## config.mk

```make
export PLATFORM = sky130hd
export DESIGN_NAME = mem_io_unit
export DESIGN_NICKNAME = d
export VERILOG_FILES = /design/src/rtl/mem_io_unit_pkg.sv /design/src/rtl/mem_beat_timer.sv /design/src/rtl/mem_io_unit.sv
export SDC_FILE = /design/constraint.sdc
export NUM_CORES = 1
export LEC_CHECK = 0
export BUFFER_PORTS_ARGS = -buffer_cell sky130_fd_sc_hd__clkbuf_2
export CORE_MARGIN = 8
export CORE_UTILIZATION = 49
export CTS_BUF_LIST = sky130_fd_sc_hd__clkbuf_16
export DETAILED_ROUTE_END_ITERATION = 10
export GPL_ROUTABILITY_DRIVEN = 0
export MAX_ROUTING_LAYER = met4
export PLACE_DENSITY = 0.75
export SLEW_MARGIN = 25
export SYNTH_ARGS = -nofsm -noshare
export SYNTH_HDL_FRONTEND = slang
export SYNTH_SLANG_ARGS = --single-unit
```

## constraint.sdc

```tcl
create_clock -name clock -period 1.7 [get_ports clock]
set_input_delay 0.51 -clock clock [delete_from_list [all_inputs] [get_ports clock]]
set_output_delay 0.51 -clock clock [all_outputs]
set_load 0.02 [all_outputs]
```

## src/rtl/mem_io_unit_pkg.sv

```systemverilog
// Shared types and widths for the memory I/O unit.
package mem_io_unit_pkg;

  localparam int unsigned MEM_DATA_W = 12;
  localparam int unsigned BUS_DATA_W = 8;
  localparam int unsigned ADDR_W     = 16;

  typedef enum logic [1:0] {
    StIdle = 2'd0,
    StLo   = 2'd1,
    StHi   = 2'd2,
    StDone = 2'd3
  } state_e;

  // Extend a loaded byte to the pipeline data width.
  function automatic logic [MEM_DATA_W-1:0] extend_byte(input logic [BUS_DATA_W-1:0] b,
                                                         input logic                  sgn);
    return {{(MEM_DATA_W - BUS_DATA_W){sgn & b[BUS_DATA_W-1]}}, b};
  endfunction

endpackage

```

## src/rtl/mem_beat_timer.sv

```systemverilog
// Per-beat wait counter; flags the cycle on which the wait limit is reached.
module mem_beat_timer #(
  parameter int unsigned TIMEOUT_CYCLES = 255,
  parameter int unsigned CNT_W          = 8
) (
  input  logic clk_i,
  input  logic rst_ni,
  input  logic clear_i,
  input  logic enable_i,
  output logic expired_o
);

  logic [CNT_W-1:0] cnt_q;

  // Count cycles spent without an acknowledge; clear wins over enable.
  always_ff @(posedge clk_i or negedge rst_ni) begin
    if (!rst_ni) begin
      cnt_q <= '0;
    end else if (clear_i) begin
      cnt_q <= '0;
    end else if (enable_i) begin
      cnt_q <= cnt_q + 1'b1;
    end
  end

  // Expire on the unacknowledged cycle that brings the count up to the limit; 0 disables.
  always_comb begin
    expired_o = 1'b0;
    if (TIMEOUT_CYCLES != 0) begin
      expired_o = enable_i && (cnt_q == CNT_W'(TIMEOUT_CYCLES - 1));
    end
  end

endmodule

```

## src/rtl/mem_io_unit.sv

```systemverilog
// Converts pipeline loads/stores into one or two byte beats on a req/ack bus.
module mem_io_unit
  import mem_io_unit_pkg::*;
#(
  parameter int unsigned TIMEOUT_CYCLES = 255,
  parameter int unsigned CNT_W          = 8
) (
  input  logic                  clock,
  input  logic                  nreset,
  input  logic                  req_valid,
  input  logic                  req_we,
  input  logic                  req_wide,
  input  logic                  req_signed,
  input  logic [ADDR_W-1:0]     address,
  input  logic [MEM_DATA_W-1:0] mem_write_data,
  output logic [MEM_DATA_W-1:0] mem_read_data,
  output logic                  stall,
  output logic                  bus_err,
  output logic                  bus_req,
  output logic                  bus_we,
  output logic [ADDR_W-1:0]     bus_addr,
  output logic [BUS_DATA_W-1:0] bus_wdata,
  input  logic [BUS_DATA_W-1:0] bus_rdata,
  input  logic                  bus_ack
);

  state_e                state_q, state_d;
  logic                  we_q, we_d;
  logic                  wide_q, wide_d;
  logic                  sgn_q, sgn_d;
  logic [ADDR_W-1:0]     addr_q, addr_d;
  logic [MEM_DATA_W-1:0] wdata_q, wdata_d;
  logic [BUS_DATA_W-1:0] lo_q, lo_d;
  logic [MEM_DATA_W-1:0] rdata_q, rdata_d;
  logic                  err_q, err_d;
  logic                  bus_req_q, bus_req_d;
  logic                  bus_we_q, bus_we_d;
  logic [ADDR_W-1:0]     bus_addr_q, bus_addr_d;
  logic [BUS_DATA_W-1:0] bus_wdata_q, bus_wdata_d;
  logic                  timer_clear;
  logic                  timer_enable;
  logic                  timer_expired;

  mem_beat_timer #(
    .TIMEOUT_CYCLES(TIMEOUT_CYCLES),
    .CNT_W         (CNT_W)
  ) u_timer (
    .clk_i    (clock),
    .rst_ni   (nreset),
    .clear_i  (timer_clear),
    .enable_i (timer_enable),
    .expired_o(timer_expired)
  );

  // State and registered bus/result outputs.
  always_ff @(posedge clock or negedge nreset) begin
    if (!nreset) begin
      state_q     <= StIdle;
      we_q        <= 1'b0;
      wide_q      <= 1'b0;
      sgn_q       <= 1'b0;
      addr_q      <= '0;
      wdata_q     <= '0;
      lo_q        <= '0;
      rdata_q     <= '0;
      err_q       <= 1'b0;
      bus_req_q   <= 1'b0;
      bus_we_q    <= 1'b0;
      bus_addr_q  <= '0;
      bus_wdata_q <= '0;
    end else begin
      state_q     <= state_d;
      we_q        <= we_d;
      wide_q      <= wide_d;
      sgn_q       <= sgn_d;
      addr_q      <= addr_d;
      wdata_q     <= wdata_d;
      lo_q        <= lo_d;
      rdata_q     <= rdata_d;
      err_q       <= err_d;
      bus_req_q   <= bus_req_d;
      bus_we_q    <= bus_we_d;
      bus_addr_q  <= bus_addr_d;
      bus_wdata_q <= bus_wdata_d;
    end
  end

  // Next-state, request latching, beat sequencing and load-result capture.
  always_comb begin
    state_d      = state_q;
    we_d         = we_q;
    wide_d       = wide_q;
    sgn_d        = sgn_q;
    addr_d       = addr_q;
    wdata_d      = wdata_q;
    lo_d         = lo_q;
    rdata_d      = rdata_q;
    err_d        = 1'b0;
    bus_req_d    = bus_req_q;
    bus_we_d     = bus_we_q;
    bus_addr_d   = bus_addr_q;
    bus_wdata_d  = bus_wdata_q;
    timer_clear  = 1'b0;
    timer_enable = 1'b0;

    unique case (state_q)
      StIdle: begin
        if (req_valid) begin
          state_d     = StLo;
          we_d        = req_we;
          wide_d      = req_wide;
          sgn_d       = req_signed;
          addr_d      = address;
          wdata_d     = mem_write_data;
          bus_req_d   = 1'b1;
          bus_we_d    = req_we;
          bus_addr_d  = address;
          bus_wdata_d = mem_write_data[7:0];
          timer_clear = 1'b1;
        end
      end
      StLo: begin
        timer_enable = !bus_ack;
        if (bus_ack) begin
          if (!we_q) lo_d = bus_rdata;
          if (wide_q) begin
            // Keep bus_req high straight into the high beat.
            state_d     = StHi;
            bus_addr_d  = addr_q + 16'd1;
            bus_wdata_d = {4'h0, wdata_q[11:8]};
            timer_clear = 1'b1;
          end else begin
            state_d   = StDone;
            bus_req_d = 1'b0;
            bus_we_d  = 1'b0;
            if (!we_q) rdata_d = extend_byte(bus_rdata, sgn_q);
          end
        end else if (timer_expired) begin
          state_d   = StDone;
          bus_req_d = 1'b0;
          bus_we_d  = 1'b0;
          err_d     = 1'b1;
          if (!we_q) rdata_d = '0;
        end
      end
      StHi: begin
        timer_enable = !bus_ack;
        if (bus_ack) begin
          state_d   = StDone;
          bus_req_d = 1'b0;
          bus_we_d  = 1'b0;
          if (!we_q) rdata_d = {bus_rdata[3:0], lo_q};
        end else if (timer_expired) begin
          state_d   = StDone;
          bus_req_d = 1'b0;
          bus_we_d  = 1'b0;
          err_d     = 1'b1;
          if (!we_q) rdata_d = '0;
        end
      end
      StDone: begin
        // The finishing instruction still drives req_valid here, so it is ignored.
        state_d = StIdle;
      end
    endcase
  end

  // Stall covers the launch cycle and both beats, releasing in DONE.
  always_comb begin
    stall = ((state_q == StIdle) && req_valid) || (state_q == StLo) || (state_q == StHi);
  end

  assign mem_read_data = rdata_q;
  assign bus_err       = err_q;
  assign bus_req       = bus_req_q;
  assign bus_we        = bus_we_q;
  assign bus_addr      = bus_addr_q;
  assign bus_wdata     = bus_wdata_q;

endmodule

```

==> results of run 1 <==
## cell type report
cell class	instances	area, um^2	area share [%]
Timing Repair Buffer	121	811	15.7
Clock buffer	9	225	4.35
Sequential cell	80	2000	38.7
Multi-Input combinational cell	242	1900	36.7
Tap cell	102	128	2.46
Inverter	5	18.8	0.362
Clock inverter	7	93.8	1.81
## per-stage QoR
stage | instances | instance area (um^2) | power, mW
floorplan | 343 | 3890 | 6.64
global placement | 539 | 4580 | 8.06
detailed placement | 539 | 4580 | 8.26
CTS | 561 | 5060 | 10.8
global route | 566 | 5180 | 11.7
finish | 566 | 5180 | 11.0
## power groups by stage
stage	Combinational [mW]	Sequential, mW	Clock, mW
after detailed placement	4.79	3.46	0
after global placement	4.65	3.42	0
final	5.52	3.47	2.05
after CTS	5.24	3.45	2.08
after global routing	5.99	3.59	2.15
after floorplan	2.76	3.88	0
## Yosys cell counts (all sizes together), types with 5 or more instances
cell     instances  area (um^2)
nand2           43          161
nand3            6         35.0
o221ai           7         80.1
nand2b          11         68.8
dfrtp           80         2000
xnor2            9         78.8
a21oi           10         50.1
a21o             9         67.6
mux2            31          349
ha               8          100
nand4            5         37.5
mux2i           15          150
o2bb2ai          8         70.1
clkbuf           9         63.8
inv              5         18.8
buf              7         40.0
o21ai           25          125
xor2             9         78.8
nor2            18         70.1
## timing repair
action | CTS | global route
hold buffers | 0 | 0
setup buffers | 6 | 5
setup endpoints to repair | 21 | 44
resized for setup | 22 | 19
pin swaps | 5 | 10
cloned | 0 | 1
## logic make-up after synthesis
group,count (synthesis),share of synthesized area [%]
simple gates,102,13.3
mux,46,12.9
buf+inv,21,3.18
xor+xnor,18,4.09
compound gates,68,12.0
flops,80,51.9
fa+ha+maj,8,2.60
## metal layers
metal | up-vias | wire length [um]
met4 | 0 | 81
met2 | 88 | 4790
met1 | 1497 | 4110
li1 | 1441 | -
met5 | - | 0
met3 | 13 | 507
## flip-flops by register name (all words and copies together), names as in the netlist, 2 cells and up
| register | cells |
|---|---|
| u_timer.cnt_q | 8 |
| wdata_q | 4 |
| addr_q | 16 |
| lo_q | 8 |
| bus_wdata | 8 |
| bus_addr | 16 |
| state_q | 2 |
| mem_read_data | 12 |
## worst register-to-register path: cells and delay by family (launching register included)
kind                       cells  cell delay, ps
AOI/OAI and AO/OA              1             120
adders and majority gates      1             280
buffers and inverters          2             200
DFF                            1             380
and+or+nand+nor                3             700
## path summary, 6_finish.rpt
path,slack [ps],to,startpoint
setup / recovery,-170,stall,state_q[0]$_DFFE_PN0N_
max in group asynchronous,1170,addr_q[6]$_DFFE_PN0P_,nreset
min in group clock,400,bus_wdata[4]$_DFFE_PN0P_,mem_write_data[4]
hold reg to reg,480,bus_addr[6]$_DFFE_PN0P_,bus_addr[6]$_DFFE_PN0P_
hold / removal,190,bus_wdata[5]$_DFFE_PN0P_,nreset
setup reg to reg,-40,u_timer.cnt_q[7]$_DFFE_PN0P_,state_q[0]$_DFFE_PN0N_
==> results.md, run 1 <==
Setup path:
- For this design, the slowest cell found on the critical path is sky130_fd_sc_hd__dfrtp_1.
- In this run the number of cells on the critical path is 6.
- The worst endpoint data arrival time is roughly 1400 ps.
- Of all nets on the critical path, the largest fanout is 2.
- The number of cell instances on the worst register-to-register path is 7.
- STA puts the critical path data required time at approximately 1200 ps.
- Grouping stages by cell kind, the critical path spends the most delay in flip-flops.
- Traced cell by cell, the critical path runs through inv_2 -> buf_6 -> ha_4 -> nor2_4 -> nand2_2 -> buf_8.
- The element type at the critical path end is an output pin.
- The worst setup path is launched from a register.
- The critical setup path kind is reg -> out.
- The critical path's largest stage delay is between 300 and 400 ps.
- The number of buffers and inverters on the critical path is 3.

Clock tree:
- The clock transition time at the flip-flop clock pins of the worst setup and hold paths is 60 ps.
- The tree is rooted in a sky130_fd_sc_hd__clkbuf_16.
- The tree built by TritonCTS fans out to 80 sinks.
- The clock tree from TritonCTS is built.
- The H-tree was split into 3 levels.
- For the worst-skew pair, the clock arrives at the later sink with an insertion delay of 330 ps.
- Counting the buffers created by CTS gives 9.
- In this run the deepest clock path goes through 2 buffers.

Timing:
- The final period utilization is 110%.
- The clock tree skew after final layout is between 6 and 7 ps.
- Measured against its own limit, the worst slew margin works out to between 70% and 80%.
- At the pin with the least slew margin, the transition time is 424 ps.
- For this run, the top clock speed supported by timing is ~540 MHz.
- Setup repair after global routing could not meet its margin everywhere.
- In the post-route analysis, the smallest setup slack over all paths is -166 ps.
- Setup violations remaining at the end of the flow were counted as 9.
- On the final layout, the worst hold slack is 186 ps.
- The routed design could run at a clock period as short as 1870 ps.
- The count of final hold-check violations is 0.
- The max-slew violation total from the final report is 0.
- The setup TNS is -338 ps.

Logic synthesis:
- The post-synthesis instance area is 3860 um^2.
- In this run, synthesis produced a sequential element count of 80.
- In this run, synthesis inferred 0 flip-flops with an integrated enable.
- The synthesized netlist net count is roughly 400.
- The yosys synthesis warning count is 0.
- The average cell area after synthesis is 11.2 um^2.
- Sequential elements use 51.9% of the synthesized area.
- The share of synthesized registers carrying an async set or reset is between 90% and 100%.
- The flip-flop cell with the highest count after synthesis is sky130_fd_sc_hd__dfrtp_1.
- Synthesis instantiated 43 different standard cells from the library.
- The cell count after synthesis came out at between 300 and 400.

GRT:
- The global-route track usage on met2 is 29.1%.
- met2 is the most crowded layer.
- The first global-routing pass estimated approximately 15000 um of wire.
- The number of antenna violations at the first check in global routing is 0.
- The maximum number of pins on one net before global-route repair is 81.
- The global routing usage on met3 is between 5 and 6%.
- The sum of overflow across all layers after global routing is 0.
- The number of global-route vias before repair came to about 3200.
- Global routing used between 10% and 20% of the available tracks.
- The fraction of met1 tracks used by global routing is roughly 20%.

Pwr:
- The clock share of power is a little under a fifth.
- The net switching component of the power is between 4 and 5 mW.
- Net switching is about two fifths of the power.
- The leakage power is about 2.4 nW.
- The combinational fraction of design power is between 50% and 60%.
- Registers are responsible for 31.4% of the overall power.
- Power spread over the standard cell area amounts to between 2000 and 2500 nW/um^2.
- Internal power comes to 6.78 mW.
- Across the VDD grid, the largest voltage drop is around 0.94 mV.

Detailed routing:
- After detailed routing, the number of remaining DRC violations is 0.
- The number of nets with antenna violations after routing is 0.
- After detailed routing, the number of vias per cell comes to about 5.4.
- The final layout contains routed wiring with a total length of around 9500 um.
- For this run, the detailed router's first-pass iteration total came to 4.
- After detailed routing, the average wire length per cell comes to between 15 and 20 um.
- The routed via count is a little over 3000.
- After the first detailed-routing iteration, the DRC count stood at 76.

Die:
- The die width is 105 um.
- The row count is 32.
- The core box area is between 7000 and 8000 um^2.
- The die covers between 10000 and 15000 um^2.
- Pin placement for this block handled 83 I/O pins.
- For this configuration, the core starts out at a cell density of between 50 and 60%.
- The chip height is around 100 um.

Final layout:
- The number of antenna diodes in the final layout is 0.
- The final cell utilization of the core is approximately two thirds.
- Compared with the post-synthesis result, the final layout area differs by 34.3%.
- The final net count is approximately 500.
- Counting the fill cells in the layout gives around 590.
- The post-route netlist has between 40% and 50% of its cells at a drive strength greater than 1.
- Leaving out fill and tap cells, the most frequent cells in the layout are sky130_fd_sc_hd__dfrtp_1 (80), sky130_fd_sc_hd__clkbuf_2 (80), sky130_fd_sc_hd__nand2_1 (41).

Worst hold path:
- The class of the tightest hold or removal check is in -> async.

Placement:
- The number of port buffers is 82.
- The worst slack at placement is -143 ps.
- Detailed placement ended at an HPWL of 6230 um.

Outcome:
- The final reports fail on setup timing.
- The flow ran to the end, but the final reports show violations.

Flow run:
- Max-cap violations in this run came to 0.
Note: power is estimated with default switching activity, not from simulation.
==> inputs of run 2 (changes only) <==
--- a/config.mk
+++ b/config.mk
@@ -8,7 +8,6 @@
 export BUFFER_PORTS_ARGS = -buffer_cell sky130_fd_sc_hd__clkbuf_2
 export CORE_MARGIN = 8
 export CORE_UTILIZATION = 49
-export CTS_BUF_LIST = sky130_fd_sc_hd__clkbuf_16
 export DETAILED_ROUTE_END_ITERATION = 10
 export GPL_ROUTABILITY_DRIVEN = 0
 export MAX_ROUTING_LAYER = met4
==> run 2 against run 1 <==
Effect of this change: the flow still finishes with violations (setup timing); utilization up 2.7 points; critical path depth rose by 4; register-to-register slack got worse by 160 ps; wire length grew 4.0%; via count rose by 1.9%.
==> results.md, run 2 (same netlist as run 1, synthesis figures left out) <==
Pwr:
- The leakage power is 2.51 nW (was 2.41 nW).
- The net switching component of the power came to 4.64 mW (was 4.27 mW).
- The power density over the cells is 2170 nW/um^2 (was 2130 nW/um^2).
- The switching share of power is 39.7% (was 38.6%).
- The combinational fraction of design power is 56.4% (was 50.0%).
- The total power draw is 11.7 mW (was 11.0 mW).
- The internal power was 7.05 mW (was 6.78 mW).
- The clock share of power is 13.6% (was 18.6%).
- The largest vdd supply drop was 0.953 mV (was 0.938 mV).
- The fraction of power consumed by sequential logic is 30.0% (was 31.4%).

Setup path:
- The element type at the critical path end is a register (was output pin).
- The destination of the worst register-to-register timing path is bus_addr[4]$_DFFE_PN0P_ (was u_timer.cnt_q[7]$_DFFE_PN0P_).
- The origin of the critical flop-to-flop path is state_q[0]$_DFFE_PN0N_ (unchanged).
- The critical path's largest stage delay is 410 ps (was 380 ps).
- The kind of start point of the critical path is a register (unchanged).
- The worst endpoint required time is 1930 ps (was 1190 ps).
- The worst endpoint data arrival time is 2130 ps (was 1360 ps).
- The critical setup path kind is reg -> reg (was reg -> out).
- The minimum setup slack among reg-to-reg paths is -200 ps (was -40 ps).
- Among the stages of the critical path, the cell type that occurs most often is sky130_fd_sc_hd__buf_6.
- The number of cell instances on the worst register-to-register path is 10 (was 7).
- The slowest cell on the critical path is sky130_fd_sc_hd__dfrtp_1 (unchanged).
- The highest net fanout along the worst path is 8 (was 2).
- CP Cell Sequence: buf_6 -> ha_4 -> buf_6 -> buf_8 -> a21oi_4 -> o21ai_4 -> buf_4 -> buf_6 -> nand2_1 -> o21ai_0 (was inv_2 -> buf_6 -> ha_4 -> nor2_4 -> nand2_2 -> buf_8).

Final layout:
- The count of placed standard cells in the final layout, fillers left out is 575 (was 566).
- The final cell utilization of the core is 70.0% (was 67.4%).
- The layout overhead on the synthesized area is 39.6% (was 34.3%).
- The final net count came to 519 (was 510).
- The filler cell count is 545 (was 585).
- The final antenna diode count is 0 (unchanged).
- Most frequent cells in the layout: sky130_fd_sc_hd__dfrtp_1 (80), sky130_fd_sc_hd__clkbuf_2 (80), sky130_fd_sc_hd__nand2_1 (33) (was sky130_fd_sc_hd__dfrtp_1 (80), sky130_fd_sc_hd__clkbuf_2 (80), sky130_fd_sc_hd__nand2_1 (41)).
- The share of layout cells above drive strength 1 is 50.3% (was 44.4%).

Timing:
- The time the final worst path needs with I/O delays and setup is 1900 ps (was 1870 ps).
- The final number of setup-violating endpoints is 49 (was 9).
- The worst hold slack across all endpoints was 173 ps (was 186 ps).
- The worst relative slew slack is 66.8% (was 71.7%).
- The max-slew violation total from the final report is 0 (unchanged).
- The maximum achievable frequency is 526 MHz (was 536 MHz).
- The actual slew at the worst max-slew pin came to 496 ps (was 424 ps).
- The final critical-path setup slack is -200 ps (was -166 ps).
- The count of final hold-check violations is 0 (unchanged).
- Unrepaired setup endpoints after global routing: yes (unchanged).
- The final period utilization was 112% (was 110%).
- The clock tree skew after final layout is 10.9 ps (was 6.41 ps).

Clock tree:
- The number of levels in the clock H-tree came to 3 (unchanged).
- The root buffer selected by CTS is sky130_fd_sc_hd__clkbuf_8 (was sky130_fd_sc_hd__clkbuf_16).
- The clock latency at the later pin of the worst-skew pair is 360 ps (was 330 ps).
- The clock tree from TritonCTS is built (unchanged).
- The number of sinks handled by clock tree synthesis was 80 (unchanged).
- The total CTS buffers came to 9 (unchanged).
- The clock transition time at the flip-flop clock pins of the worst setup and hold paths is 80 ps (was 60 ps).
- The maximum number of buffers from clock root to sink was 2 (unchanged).

Die:
- The die width came to 105 um (unchanged).
- The core box area came to 7690 um^2 (unchanged).
- The area of the die is 11000 um^2 (unchanged).
- The effective utilization at floorplan is 50.2% (unchanged).
- The number of top-level pins is 83 (unchanged).
- The row count is 32 (unchanged).
- The chip height is 105 um (unchanged).

Detailed routing:
- The total wire length was 9860 um (was 9490 um).
- The routed via count is 3096 (was 3039).
- The number of design rule violations left after detail routing is 0 (unchanged).
- The number of nets with antenna violations after routing is 0 (unchanged).
- The number of search-and-repair iterations in the first detailed-routing pass is 4 (unchanged).
- The violation count after the first detailed-routing iteration is 82 (was 76).
- The wire length per cell was 17.2 um (was 16.8 um).
- The average via count per standard cell is 5.38 (was 5.37).

GRT:
- The number of antenna violations at the first check in global routing is 0 (unchanged).
- The all-layer global routing usage is 17.0% (was 17.4%).
- The maximum number of pins on one net before global-route repair was 81 (unchanged).
- The number of global-route vias before repair is 3175 (was 3210).
- The sum of overflow across all layers after global routing is 0 (unchanged).
- The first-pass GRT wire length came to 15000 um (was 15300 um).

Flow run:
- The count of max-cap constraint violations came to 0 (unchanged).

Placement:
- The count of placed standard cells including taps came to 539 (unchanged).
- The worst slack at placement came to -143 ps (unchanged).
- The half-perimeter wire length after detailed placement was 6230 um (unchanged).
- The number of port buffers is 82 (unchanged).

Outcome:
- Failing checks: setup timing (unchanged).
- Outcome: complete, but fails checks (unchanged).

Worst hold path:
- The class of the tightest hold or removal check is in -> async (unchanged).
run 2: cell types whose count changed in the layout (fill, tap and decap cells not counted), moves of 4 or more:
cell / before / now
sky130_fd_sc_hd__clkbuf_8: 0 / 10
sky130_fd_sc_hd__buf_6: 4 / 12
sky130_fd_sc_hd__nand2_1: 41 / 33
sky130_fd_sc_hd__o21ai_0: 19 / 11
sky130_fd_sc_hd__clkbuf_16: 10 / 3
sky130_fd_sc_hd__o21ai_2: 0 / 6
sky130_fd_sc_hd__mux2_2: 31 / 26
sky130_fd_sc_hd__mux2_4: 0 / 5
sky130_fd_sc_hd__nand2_2: 2 / 7
sky130_fd_sc_hd__o221ai_1: 4 / 0
sky130_fd_sc_hd__o221ai_2: 3 / 7
sky130_fd_sc_hd__o2bb2ai_1: 7 / 3
sky130_fd_sc_hd__o2bb2ai_2: 1 / 5
run 2: layer usage:
layer  share of wire, %  GRT usage (%)  vias up
met5                  0              -        -
met3                5.7           4.79       12
met1                 42           19.8     1533
li1                   -              -     1453
met2                 51           27.9       98
met4                1.3           5.81        0
run 2: worst max path at each step:
stage | to | start | slack [ps] | cells after the start
floorplan | mem_read_data[10]$_DFFE_PN0P_ | state_q[0]$_DFFE_PN0N_ | -40 | 9
global placement | mem_read_data[8]$_DFFE_PN0P_ | state_q[0]$_DFFE_PN0N_ | -60 | 8
detailed placement | mem_read_data[4]$_DFFE_PN0P_ | state_q[0]$_DFFE_PN0N_ | -140 | 8
CTS | stall | state_q[0]$_DFFE_PN0N_ | -200 | 6
global route | bus_addr[4]$_DFFE_PN0P_ | state_q[0]$_DFFE_PN0N_ | -270 | 10
finish | bus_addr[4]$_DFFE_PN0P_ | state_q[0]$_DFFE_PN0N_ | -200 | 10
run 2: per-stage QoR:
step	setup TNS, ps	cell area, um^2
after floorplan	-101	3890
after detailed placement	-1720	4580
final	-4550	5380
after global placement	-708	4580
after CTS	-198	4970
after global routing	-7610	5380
run 2: power groups by stage:
stage                     registers, mW  logic [mW]  clock network [mW]
after floorplan                    3.88        2.76                   0
after global placement             3.42        4.65                   0
after detailed placement           3.46        4.79                   0
after CTS                          3.44        5.22                1.61
after global routing               3.62        7.09                1.69
final                              3.51        6.60                1.59
run 2: area by class of cell:
class	count	area [um^2]	area share (%)
repair buffers	130	963	17.9
multi-input cells	242	2040	38.0
clock buffers	10	138	2.56
well taps	102	128	2.37
inverters	5	18.8	0.349
clock inverters	6	90.1	1.67
flip-flops and latches	80	2000	37.2
run 2: what timing repair did:
item / CTS / global route
hold buffers: 0 / 0
endpoints found under the setup margin: 17 / 42
resized for setup: 21 / 69
hold endpoints to repair: 0 / 0
buffers inserted: 6 / 10
pin swaps: 5 / 25
gates cloned: 0 / 5
run 2: worst max-delay path: cells and delay by family (launching register included):
kind | cells | cell delay (ps)
AO/OA/AOI/OAI | 3 | 470
adder cells (fa/ha/maj) | 1 | 160
buffers and inverters | 5 | 670
flip-flops | 1 | 410
AND/OR/NAND/NOR | 1 | 70
